`src/rtl/ble_usb_pkg.sv`:
```
// Shared types for the BLE-analyser-to-USB output stage: output FSM states,
// committed-packet descriptor layout and fixed field widths.
package ble_usb_pkg;

  typedef enum logic [2:0] {
    IDLE,
    HDR_LEN,
    HDR_RSSI,
    HDR_CHAN,
    PAYLOAD
  } out_state_e;

  localparam int HDR_WORDS    = 3;
  localparam int DROP_CNT_W   = 16;
  // Descriptor fields are stored wide enough for any supported header width
  // and zero-extended/truncated to DATA_W on the way out.
  localparam int DESC_FIELD_W = 16;

  typedef struct packed {
    logic [DESC_FIELD_W-1:0] len;
    logic [DESC_FIELD_W-1:0] rssi;
    logic [DESC_FIELD_W-1:0] channel;
  } desc_t;

endpackage

```
`src/rtl/commit_fifo.sv`:
```
// Synchronous FIFO with a speculative write pointer: writes become visible to
// the reader only on commit, and rollback discards everything uncommitted.
module commit_fifo #(
  parameter int W     = 8,
  parameter int DEPTH = 16
) (
  input  logic         clk,
  input  logic         rst_n,
  input  logic         wr_en,
  input  logic [W-1:0] wr_data,
  input  logic         commit,
  input  logic         rollback,
  input  logic         rd_en,
  output logic [W-1:0] rd_data,
  output logic         empty,
  output logic         full_spec,
  output logic         full_com
);

  localparam int AW = $clog2(DEPTH);
  localparam int PW = AW + 1;
  localparam logic [PW-1:0] DEPTH_P = PW'(DEPTH);

  logic [PW-1:0] wr_spec_q;
  logic [PW-1:0] wr_com_q;
  logic [PW-1:0] rd_q;
  logic [PW-1:0] base;
  logic [PW-1:0] spec_nxt;
  logic          wr_ok;
  logic          rd_ok;
  logic [W-1:0]  mem [DEPTH];

  // Rollback takes effect before this cycle's write, so a restarting packet
  // lands its first word at the committed pointer.
  assign base      = rollback ? wr_com_q : wr_spec_q;
  assign wr_ok     = wr_en && ((base - rd_q) != DEPTH_P);
  assign spec_nxt  = base + PW'(wr_ok);
  assign empty     = (rd_q == wr_com_q);
  assign rd_ok     = rd_en && !empty;
  assign full_spec = ((wr_spec_q - rd_q) == DEPTH_P);
  assign full_com  = ((wr_com_q - rd_q) == DEPTH_P);
  assign rd_data   = mem[rd_q[AW-1:0]];

  always_ff @(posedge clk) begin
    if (wr_ok) mem[base[AW-1:0]] <= wr_data;
  end

  always_ff @(posedge clk or negedge rst_n) begin
    if (!rst_n) begin
      wr_spec_q <= '0;
      wr_com_q  <= '0;
      rd_q      <= '0;
    end else begin
      wr_spec_q <= spec_nxt;
      if (commit) wr_com_q <= spec_nxt;
      if (rd_ok)  rd_q     <= rd_q + PW'(1);
    end
  end

endmodule

```
`src/rtl/usb_frame_packer.sv`:
```
// Output stage between the BLE packet analyser and USB: buffers packets with
// commit/rollback and emits each committed packet as a len/rssi/chan/payload frame.
module usb_frame_packer
  import ble_usb_pkg::*;
#(
  parameter int DATA_W     = 8,
  parameter int RSSI_W     = 8,
  parameter int CHANNEL_W  = 7,
  parameter int MAX_LEN    = 64,
  parameter int BUF_DEPTH  = 256,
  parameter int DESC_DEPTH = 8
) (
  input  logic                  clk_i,
  input  logic                  rst_i,
  input  logic                  in_valid_i,
  input  logic [DATA_W-1:0]     in_data_i,
  input  logic                  in_sop_i,
  input  logic                  in_eop_i,
  input  logic                  in_abort_i,
  input  logic [RSSI_W-1:0]     rssi_i,
  input  logic [CHANNEL_W-1:0]  channel_i,
  output logic [DATA_W-1:0]     data_o,
  output logic                  valid_o,
  output logic                  frame_o,
  input  logic                  ready_i,
  output logic                  pkt_dropped_o,
  output logic [DROP_CNT_W-1:0] drop_cnt_o
);

  localparam int LEN_W = $clog2(MAX_LEN + 1);
  localparam int CNT_W = LEN_W + 1;
  // Length counter sticks here once a packet is known to be too long.
  localparam logic [CNT_W-1:0] LEN_LIMIT = CNT_W'(MAX_LEN + 1);

  function automatic logic [DROP_CNT_W-1:0] sat_inc(input logic [DROP_CNT_W-1:0] v);
    return (&v) ? v : v + DROP_CNT_W'(1);
  endfunction

  logic                  pkt_open;
  logic                  pkt_ovf;
  logic [CNT_W-1:0]      pkt_len;
  logic [RSSI_W-1:0]     rssi_q;
  logic [CHANNEL_W-1:0]  chan_q;
  logic                  drop_p1;
  logic [DROP_CNT_W-1:0] drop_cnt;

  logic             sop_v;
  logic             accept;
  logic             restart;
  logic             eop_v;
  logic             ovf_now;
  logic             commit_ok;
  logic             drop;
  logic [CNT_W-1:0] len_base;
  logic [CNT_W-1:0] len_now;

  logic              buf_wr;
  logic              buf_rb;
  logic              buf_rd;
  logic              buf_full;
  logic              buf_full_spec;
  logic              buf_full_com;
  logic [DATA_W-1:0] buf_rd_data;
  logic              unused_buf_empty;

  desc_t desc_in;
  desc_t desc_q;
  logic  desc_rd;
  logic  desc_empty;
  logic  desc_full;
  logic  unused_desc_full_com;

  out_state_e       state_q;
  out_state_e       state_d;
  logic [CNT_W-1:0] pay_cnt_q;

  // Stage p0: classify the incoming word against the open packet
  always_comb begin
    sop_v     = in_valid_i && in_sop_i;
    restart   = in_abort_i || (sop_v && pkt_open);
    accept    = in_valid_i && (in_sop_i || (pkt_open && !in_abort_i));
    eop_v     = accept && in_eop_i;
    len_base  = sop_v ? '0 : pkt_len;
    len_now   = (len_base == LEN_LIMIT) ? LEN_LIMIT : len_base + CNT_W'(1);
    buf_full  = restart ? buf_full_com : buf_full_spec;
    ovf_now   = (!sop_v && pkt_ovf) || (accept && buf_full);
    commit_ok = eop_v && (len_now <= CNT_W'(MAX_LEN)) && !ovf_now && !desc_full;
    drop      = eop_v && !commit_ok;
    buf_wr    = accept && !buf_full && !drop;
    buf_rb    = restart || drop;

    desc_in         = '0;
    desc_in.len     = DESC_FIELD_W'(len_now);
    desc_in.rssi    = DESC_FIELD_W'(sop_v ? rssi_i : rssi_q);
    desc_in.channel = DESC_FIELD_W'(sop_v ? channel_i : chan_q);
  end

  always_ff @(posedge clk_i or negedge rst_i) begin
    if (!rst_i) begin
      pkt_open <= 1'b0;
      pkt_ovf  <= 1'b0;
      pkt_len  <= '0;
      drop_p1  <= 1'b0;
      drop_cnt <= '0;
    end else begin
      if (accept) begin
        pkt_open <= !in_eop_i;
        pkt_len  <= len_now;
        pkt_ovf  <= ovf_now;
      end else if (in_abort_i) begin
        pkt_open <= 1'b0;
      end
      drop_p1 <= drop;
      if (drop) drop_cnt <= sat_inc(drop_cnt);
    end
  end

  always_ff @(posedge clk_i) begin
    if (sop_v) begin
      rssi_q <= rssi_i;
      chan_q <= channel_i;
    end
  end

  assign pkt_dropped_o = drop_p1;
  assign drop_cnt_o    = drop_cnt;

  commit_fifo #(
    .W     (DATA_W),
    .DEPTH (BUF_DEPTH)
  ) u_payload_buf (
    .clk       (clk_i),
    .rst_n     (rst_i),
    .wr_en     (buf_wr),
    .wr_data   (in_data_i),
    .commit    (commit_ok),
    .rollback  (buf_rb),
    .rd_en     (buf_rd),
    .rd_data   (buf_rd_data),
    .empty     (unused_buf_empty),
    .full_spec (buf_full_spec),
    .full_com  (buf_full_com)
  );

  commit_fifo #(
    .W     ($bits(desc_t)),
    .DEPTH (DESC_DEPTH)
  ) u_desc_fifo (
    .clk       (clk_i),
    .rst_n     (rst_i),
    .wr_en     (commit_ok),
    .wr_data   (desc_in),
    .commit    (1'b1),
    .rollback  (1'b0),
    .rd_en     (desc_rd),
    .rd_data   (desc_q),
    .empty     (desc_empty),
    .full_spec (desc_full),
    .full_com  (unused_desc_full_com)
  );

  // Stage p1: frame emission; data_o is held by state and read pointers while stalled
  always_comb begin
    state_d = state_q;
    valid_o = 1'b0;
    frame_o = 1'b0;
    data_o  = '0;
    buf_rd  = 1'b0;
    desc_rd = 1'b0;
    case (state_q)
      IDLE: begin
        if (!desc_empty) state_d = HDR_LEN;
      end
      HDR_LEN: begin
        valid_o = 1'b1;
        frame_o = 1'b1;
        data_o  = DATA_W'(desc_q.len);
        if (ready_i) state_d = HDR_RSSI;
      end
      HDR_RSSI: begin
        valid_o = 1'b1;
        frame_o = 1'b1;
        data_o  = DATA_W'(desc_q.rssi);
        if (ready_i) state_d = HDR_CHAN;
      end
      HDR_CHAN: begin
        valid_o = 1'b1;
        frame_o = 1'b1;
        data_o  = DATA_W'(desc_q.channel);
        if (ready_i) state_d = PAYLOAD;
      end
      PAYLOAD: begin
        valid_o = 1'b1;
        frame_o = 1'b1;
        data_o  = buf_rd_data;
        if (ready_i) begin
          buf_rd = 1'b1;
          if (pay_cnt_q == CNT_W'(1)) begin
            desc_rd = 1'b1;
            state_d = IDLE;
          end
        end
      end
      default: state_d = IDLE;
    endcase
  end

  always_ff @(posedge clk_i or negedge rst_i) begin
    if (!rst_i) begin
      state_q   <= IDLE;
      pay_cnt_q <= '0;
    end else begin
      state_q <= state_d;
      if (state_q == HDR_CHAN && ready_i) pay_cnt_q <= CNT_W'(desc_q.len);
      else if (buf_rd)                    pay_cnt_q <= pay_cnt_q - CNT_W'(1);
    end
  end

endmodule

```
`config.mk`:
```
export PLATFORM = sky130hd
export DESIGN_NAME = usb_frame_packer
export DESIGN_NICKNAME = d
export VERILOG_FILES = /design/src/rtl/ble_usb_pkg.sv /design/src/rtl/commit_fifo.sv /design/src/rtl/usb_frame_packer.sv
export SDC_FILE = /design/constraint.sdc
export NUM_CORES = 2
export LEC_CHECK = 0
export BUFFER_PORTS_ARGS = -buffer_cell sky130_fd_sc_hd__buf_2
export CAP_MARGIN = 30
export CORE_UTILIZATION = 55
export CTS_BUF_LIST = sky130_fd_sc_hd__clkbuf_16
export DETAILED_ROUTE_END_ITERATION = 10
export GPL_ROUTABILITY_DRIVEN = 0
export PLACE_DENSITY_LB_ADDON = 0.15
export SYNTH_ARGS = -nofsm -noshare
export SYNTH_HDL_FRONTEND = slang
export SYNTH_SLANG_ARGS = --single-unit
```
`constraint.sdc`:
```
create_clock -name clk_i -period 8.95 [get_ports clk_i]
set_input_delay 0.895 -clock clk_i [delete_from_list [all_inputs] [get_ports clk_i]]
set_output_delay 0.895 -clock clk_i [all_outputs]
set_load 0.01 [all_outputs]
```
; Yosys cells after proc, flatten, opt, wreduce, memory -nomap -nowiden
; Memory sizes are Yosys's and may differ from the RTL's.
; Cells that the tools add are included.
[op_classes]
addsub = 11
order_cmp = 1
n_eq_ne = 19
mux = 28
bitwise_logic = 1
n_reduce_logical = 39
[ops]
columns = cell, count
row1 = 2-to-1 mux 8 bit, 5
row2 = case mux 8 bit (4 select lines), 1
row3 = subtractor 9 bit, 3
row4 = equality test 9 bit (second input constant), 2
row5 = logical AND 1 bit, 18
row6 = 2-to-1 mux 3 bit, 6
row7 = adder 16 x 1 -> 16 bit (second input constant), 1
row8 = AND reduction 16 bit, 1
row9 = case mux 3 bit (5 select lines), 1
row10 = 2-to-1 mux 1 bit, 13
row11 = inequality test 2 bit (second input constant), 6
row12 = zero test 1 bit, 10
row13 = adder 9 x 1 -> 9 bit, 1
row14 = adder 9 x 1 -> 9 bit (second input constant), 1
row15 = equality test 9 bit, 1
row16 = 2-to-1 mux 9 bit, 1
row17 = inequality test 9 bit (second input constant), 1
row18 = adder 8 x 1 -> 8 bit (second input constant), 1
row19 = equality test 8 x 1 -> 1 bit (second input constant), 1
row20 = equality test 8 x 7 -> 1 bit (second input constant), 1
row21 = <= comparator 8 x 7 -> 1 bit (second input constant), 1
row22 = subtractor 8 x 1 -> 8 bit (second input constant), 1
row23 = 2-to-1 mux 7 bit, 1
row24 = equality test 3 x 2 -> 1 bit (second input constant), 2
row25 = other kinds (15), 19
[word_totals]
regBits = 88
ramBits = 2232
inputBits = 30
out_inout_bits = 27
word_cells = 115
n_memories = 2
[memory_table]
columns = memory, depth, word_bits, rd, rd_ports_with_merged_regs, wr, line_no
row1 = u_payload_buf.mem, 256, 8, 1, 0, 1, commit_fifo.sv:31  ; logic [W-1:0] mem [DEPTH];
row2 = u_desc_fifo.mem, 8, 23, 1, 0, 1, commit_fifo.sv:31

; Depth between registers and ports, before layout
[logic_depth]
depth_word = 18
mapped_depth = 38
ltp_nobuf = 33

; By module
; A second synthesis with hierarchy kept.
[hier_totals]
cells_unflattened = 5018
hier_area_um2 = 100241.1
[by_module_without_submodules]
columns = module, n_inst, cells_per_inst, area_per_inst_um2, seq_area_each_um2
row1 = commit_fifo at u_payload_buf, 1, 3924, 81822.2, 62174.6
row2 = commit_fifo at u_desc_fifo, 1, 766, 15382.3, 11831.3
row3 = usb_frame_packer, 1, 328, 3036.7, 1401.3

; Least setup slack after synthesis
; OpenSTA, ideal clock, no wires.
[synth_timing]
path_type = register to register
from = reg u_payload_buf.rd_q[1]
to = reg u_payload_buf.wr_com_q[8]
setup_time_ns = 0.133
arrival_ns = 7.387
t_required_ns = 8.817
slack_ns = 1.430
path_stages_with_launch = 38
n_path_buf = 6
period_less_slack_ns = 7.520
cell_sequence = dfrtp_1 > clkbuf_1 > buf_1 > clkbuf_1 > inv_1 > ha_1 > nor2b_1 > o21a_1 > a31oi_1 > a211oi_1 > or4_1 > a211o_1 > nand2_2 > clkbuf_1 > clkbuf_1 > nor2_1 > a21oi_1 > ha_1 > [... 2 more ...] > a21oi_1 > o211ai_1 > a31o_2 > a21oi_1 > xor2_1 > a21o_1 > a2111oi_4 > clkbuf_1 > nor2_1 > ha_1 > ha_1 > nand3_1 > nor2_1 > xnor2_1 > nand3_1 > o21ai_0 > nand2_1 > o21ai_0
[synth_via]
elab_chain_len = 16
word_cells_on_any_way = 22
classes_between = add/sub (4) / eq/ne (3) / mux (2) / reduce/logical (13)
[synth_rtl]
columns = item, line_no
row1 = from (decl), commit_fifo.sv:26  ; logic [PW-1:0] rd_q;
row2 = from (signal assigned), commit_fifo.sv:56  ; if (rd_ok) rd_q <= rd_q + PW'(1);
row3 = subtractor 9 bit (on tied branches), "commit_fifo.sv:40, commit_fifo.sv:41"
row4 = equality test 9 bit (on tied branches), "commit_fifo.sv:40, commit_fifo.sv:41"
row5 = 2-to-1 mux 1 bit, usb_frame_packer.sv:85  ; buf_full = restart ? buf_full_com : buf_full_spec;
row6 = logical AND 1 bit, usb_frame_packer.sv:86  ; ovf_now = (!sop_v && pkt_ovf) || (accept && buf_full);
row7 = logical OR 1 bit, usb_frame_packer.sv:86
row8 = zero test 1 bit, usb_frame_packer.sv:87  ; commit_ok = eop_v && (len_now <= CNT_W'(MAX_LEN)) && !ovf_now && !desc_full;
row9 = logical AND 1 bit (2 in series), usb_frame_packer.sv:87
row10 = zero test 1 bit, usb_frame_packer.sv:88  ; drop = eop_v && !commit_ok;
row11 = logical AND 1 bit, usb_frame_packer.sv:88
row12 = logical OR 1 bit, usb_frame_packer.sv:90  ; buf_rb = restart || drop;
row13 = 2-to-1 mux 9 bit, commit_fifo.sv:35  ; assign base = rollback ? wr_com_q : wr_spec_q;
row14 = subtractor 9 bit, commit_fifo.sv:36  ; assign wr_ok = wr_en && ((base - rd_q) != DEPTH_P);
row15 = inequality test 9 bit, commit_fifo.sv:36
row16 = logical AND 1 bit, commit_fifo.sv:36
row17 = adder 9 x 1 -> 9 bit *, commit_fifo.sv:37  ; assign spec_nxt = base + PW'(wr_ok);
row18 = via u_payload_buf.spec_nxt[8], commit_fifo.sv:28  ; logic [PW-1:0] spec_nxt;
row19 = to (signal assigned), commit_fifo.sv:55  ; if (commit) wr_com_q <= spec_nxt;
row20 = to (decl), commit_fifo.sv:25  ; logic [PW-1:0] wr_com_q;
; The timed path passes the listed nets; every way through them passes the cells marked *.
; A chain may end at the register's enable or synchronous reset.

; Worst setup path in the final report
[layout_timing]
from = reg u_payload_buf.rd_q[0]
to = reg u_payload_buf.wr_com_q[8]
; Same word-level chain as after synthesis.

==> summary.md <==
| Metric | Value |
|---|---|
| Critical Path RT | `9690 ps` |
| Num CTS Buffers | `226` |
| Area added between synthesis and finish | `13.4%` |
| Setup CP Type | `flip-flop to flip-flop` |
| Min cycle time layout | `7850 ps` |
| Post-CTS setup repair buffer count | `0` |
| CP Capture Type | `flip-flop` |
| Skew final | `28.6 ps` |
| Yosys reg bits | `2320` |
| Max Cap Viol | `0` |
| Min-Delay Path Class | `input port to flip-flop` |
| Initial antenna violation count | `2` |
| # resized after CTS | `0` |
| Die Y | `414 µm` |
| Slowest-stage cell, CP | `dfrtp_4` |
| Crit Path Max Fanout | `81` |
| Root Driver | `clkbuf_16` |
| Clock power frac | `30.6%` |
| # IOs | `57` |
| Wire length per cell | `31.0 µm` |
| TNS Setup | `0 ps` |
| Ant diodes | `0` |
| Synthesized area | `93300 µm²` |
| Leak | `33.7 nW` |
| NetSw | `9.46 mW` |
| WP data arrival | `8580 ps` |
| Ys Warns | `0` |
| Fin crit share | `87.7%` |
| # setup viols final | `0` |
| Clk_lat worst skew | `870 ps` |
| Total track usage | `26.5%` |
| Inst Count DP | `6740` |
| Slew Limit Fails | `0` |
| Drt initial violations | `5600` |
| Antenna Nets Post-Route | `0` |
| Fin nets | `4843` |
| Fmax | `127 MHz` |
| CTS H-tree lvls | `4` |
| Worst Setup Start Kind | `flip-flop` |
| CTS tree | `built` |
| Layout cells sized above 1 | `30.9%` |
| Sequential area share after synthesis | `74.3%` |
| Power Density | `293 nW/µm²` |
| Total routed wirelength | `222000 µm` |
| Top FF cell, synth | `edfxtp_1` |
| DRT Pass-1 Iters | `6` |
| Via density | `6.55` |
| Biggest cell delay along the critical path | `800 ps` |
| I/O Buffers | `56` |
| Internal power | `21.5 mW` |
| Sw Share | `30.6%` |
| Cell Count, Final, Fillers Out | `7174` |
| Post-synth top area cell | `edfxtp_1` |
| TritonCTS Sinks | `2320` |
| Combinational power share | `29.2%` |
| Detail Placement HPWL | `133000 µm` |
| Synth async-reset ratio | `3.15%` |
| RSZ-0062 raised after global routing | `false` |
| Largest net degree at the start of global routing | `177` |
| Worst slew margin | `22.9%` |
| DR vias | `47015` |
| Synth cell types | `67` |
| Hold Buf Count CTS | `1` |
| Top cells by area, synth | `edfxtp_1 72%, mux4_2 17%, dfrtp_1 2.0%` |
| CTS max path bufs | `3` |
| Die Area | `171000 µm²` |
| Overflow after GRT | `0` |
| Number of global-route vias before repair | `46211` |
| Sequential share of power | `40.2%` |
| VDD IR-drop max | `279 µV` |
| Syn nets | `4523` |
| Final hold violations | `0` |
| Top cell by count, worst path | `ha_1` |
| Reg clk slew, reported paths | `60 ps` |
| Post-synth top area share | `72.3%` |
| Count leader, synth | `edfxtp_1` |
| Core area | `168000 µm²` |
| Initial Utilization | `55.6%` |
| Status | `finished, final reports clean` |
| Post-Synthesis Cells | `4453` |
| Most frequent cells after synthesis | `2247 x edfxtp_1, 718 x mux4_2, 264 x nor4_1, 196 x clkbuf_1, 193 x nand2_1` |
| Post-synth EDFFs | `2247` |
| Die X | `414 µm` |
| First-pass GRT wire length | `326000 µm` |
| Tightest Pin Transition | `1160 ps` |
| Rows | `150` |
| Syn avg cell area | `21.0 µm²` |
| # DRC | `0` |
[final cells by class]
type,instances,area (µm²)
Clock buffer,229,5730
Clock inverter,196,1730
Fill cell,11327,62000
Inverter,35,139
Multi-Input combinational cell,1792,23000
Sequential cell,2320,69300
Tap cell,2204,2760
Timing Repair Buffer,398,3170
[power by group through the flow]
stage	Combinational (mW)	Clock (mW)	Sequential (mW)
after global routing	9.51	10.0	12.5
after detailed placement	9.11	0	12.7
after global placement	9.03	0	12.7
after CTS	9.13	9.64	12.4
after floorplan	6.03	0	12.4
final	9.04	9.48	12.4
[final timing paths]
check	endpoint	cells after the start	startpoint	slack, ps
worst max-delay path	u_payload_buf.wr_com_q[8]	29	u_payload_buf.rd_q[0]	1100
worst min-delay path	rssi_q[4]	1	rssi_i[4]	230
worst max register to register	u_payload_buf.wr_com_q[8]	29	u_payload_buf.rd_q[0]	1100
worst min register to register	drop_cnt_o[9]	1	drop_cnt_o[9]	480
max in group asynchronous	u_payload_buf.rd_q[2]	3	rst_i	7330
min in group asynchronous	drop_cnt_o[7]	2	rst_i	400
[placed cells by master (no fill, tap or decap), types with 6 or more instances in the layout]
| cell type | n |
|---|---|
| clkinv_4 | 8 |
| a21o_1 | 7 |
| a21oi_1 | 50 |
| nand2b_1 | 11 |
| nor2b_1 | 11 |
| buf_2 | 50 |
| mux4_2 | 718 |
| inv_1 | 76 |
| clkinv_2 | 53 |
| mux2i_1 | 23 |
| ha_1 | 38 |
| dfrtp_1 | 67 |
| clkbuf_16 | 229 |
| nand2_1 | 193 |
| xnor2_1 | 30 |
| clkinv_1 | 37 |
| or3_1 | 6 |
| nor4_2 | 33 |
| nor3_1 | 92 |
| o21ai_0 | 38 |
| a31oi_1 | 71 |
| inv_6 | 6 |
| xor2_1 | 22 |
| clkinvlp_4 | 13 |
| nand3_1 | 39 |
| nand4_1 | 13 |
| buf_12 | 14 |
| o22ai_1 | 7 |
| nor2_1 | 58 |
| buf_4 | 315 |
| o211ai_1 | 6 |
| edfxtp_1 | 2247 |
| mux2_2 | 7 |
| nor4_1 | 231 |
| bufinv_16 | 27 |
| o21a_1 | 7 |
[sequential cells by signal, indices dropped and copies added (netlist names), 3 cells and up]
| signal | cells |
|---|---|
| chan_q | 7 |
| drop_cnt_o | 16 |
| pay_cnt_q | 8 |
| pkt_len | 8 |
| rssi_q | 8 |
| state_q | 3 |
| u_desc_fifo.mem | 184 |
| u_desc_fifo.rd_q | 4 |
| u_desc_fifo.wr_spec_q | 4 |
| u_payload_buf.mem | 2048 |
| u_payload_buf.rd_q | 9 |
| u_payload_buf.wr_com_q | 9 |
| u_payload_buf.wr_spec_q | 9 |
[metal layers]
metal / GRT usage [%] / vias to the layer above / part of all wire, %
met2: 41.1 / 2059 / 48
met4: 6.69 / 0 / 2.2
li1: - / 19606 / -
met1: 39.7 / 25053 / 42
met5: 0 / - / 0
met3: 4.39 / 297 / 7.2
[critical path, delay by kind of cell, from the launching register on]
family                     cells  cell delay [ps]
xor gates and xnor gates       3              480
AOI/OAI and AO/OA              8             1720
buffers and inverters          2              970
DFF                            1              800
adders and majority gates      5             1600
and+or+nand+nor               11             2050
[per-stage QoR]
| stage | total power, mW | instance area (µm²) | hold slack (ps) | setup WS, ps | util, % |
|---|---|---|---|---|---|
| 2_1_floorplan | 18.5 | 93300 | 458 | 1430 | - |
| 3_3_place_gp | 21.7 | 98000 | 469 | 852 | 58.4 |
| 3_5_place_dp | 21.8 | 98300 | 477 | 703 | 58.6 |
| 4_1_cts | 31.2 | 106000 | 162 | 832 | 63.0 |
| 5_1_grt | 32.0 | 106000 | 192 | 501 | 63.1 |
| 6_report | 31.0 | 106000 | 228 | 1100 | 63.1 |
[cells by family (layout without fill, tap and decap cells)]
| kind of cell | after synthesis | after routing | share of synthesized area [%] |
|---|---|---|---|
| AO/OA/AOI/OAI | 222 | 222 | 1.49 |
| XOR/XNOR | 52 | 52 | 0.488 |
| adder cells (fa/ha/maj) | 40 | 40 | 0.552 |
| buffers and inverters | 341 | 858 | 1.46 |
| flip-flops | 2320 | 2320 | 74.3 |
| multiplexers | 748 | 748 | 17.7 |
| AND/OR/NAND/NOR | 730 | 730 | 4.07 |
Note: power is estimated with default switching activity, not from simulation.
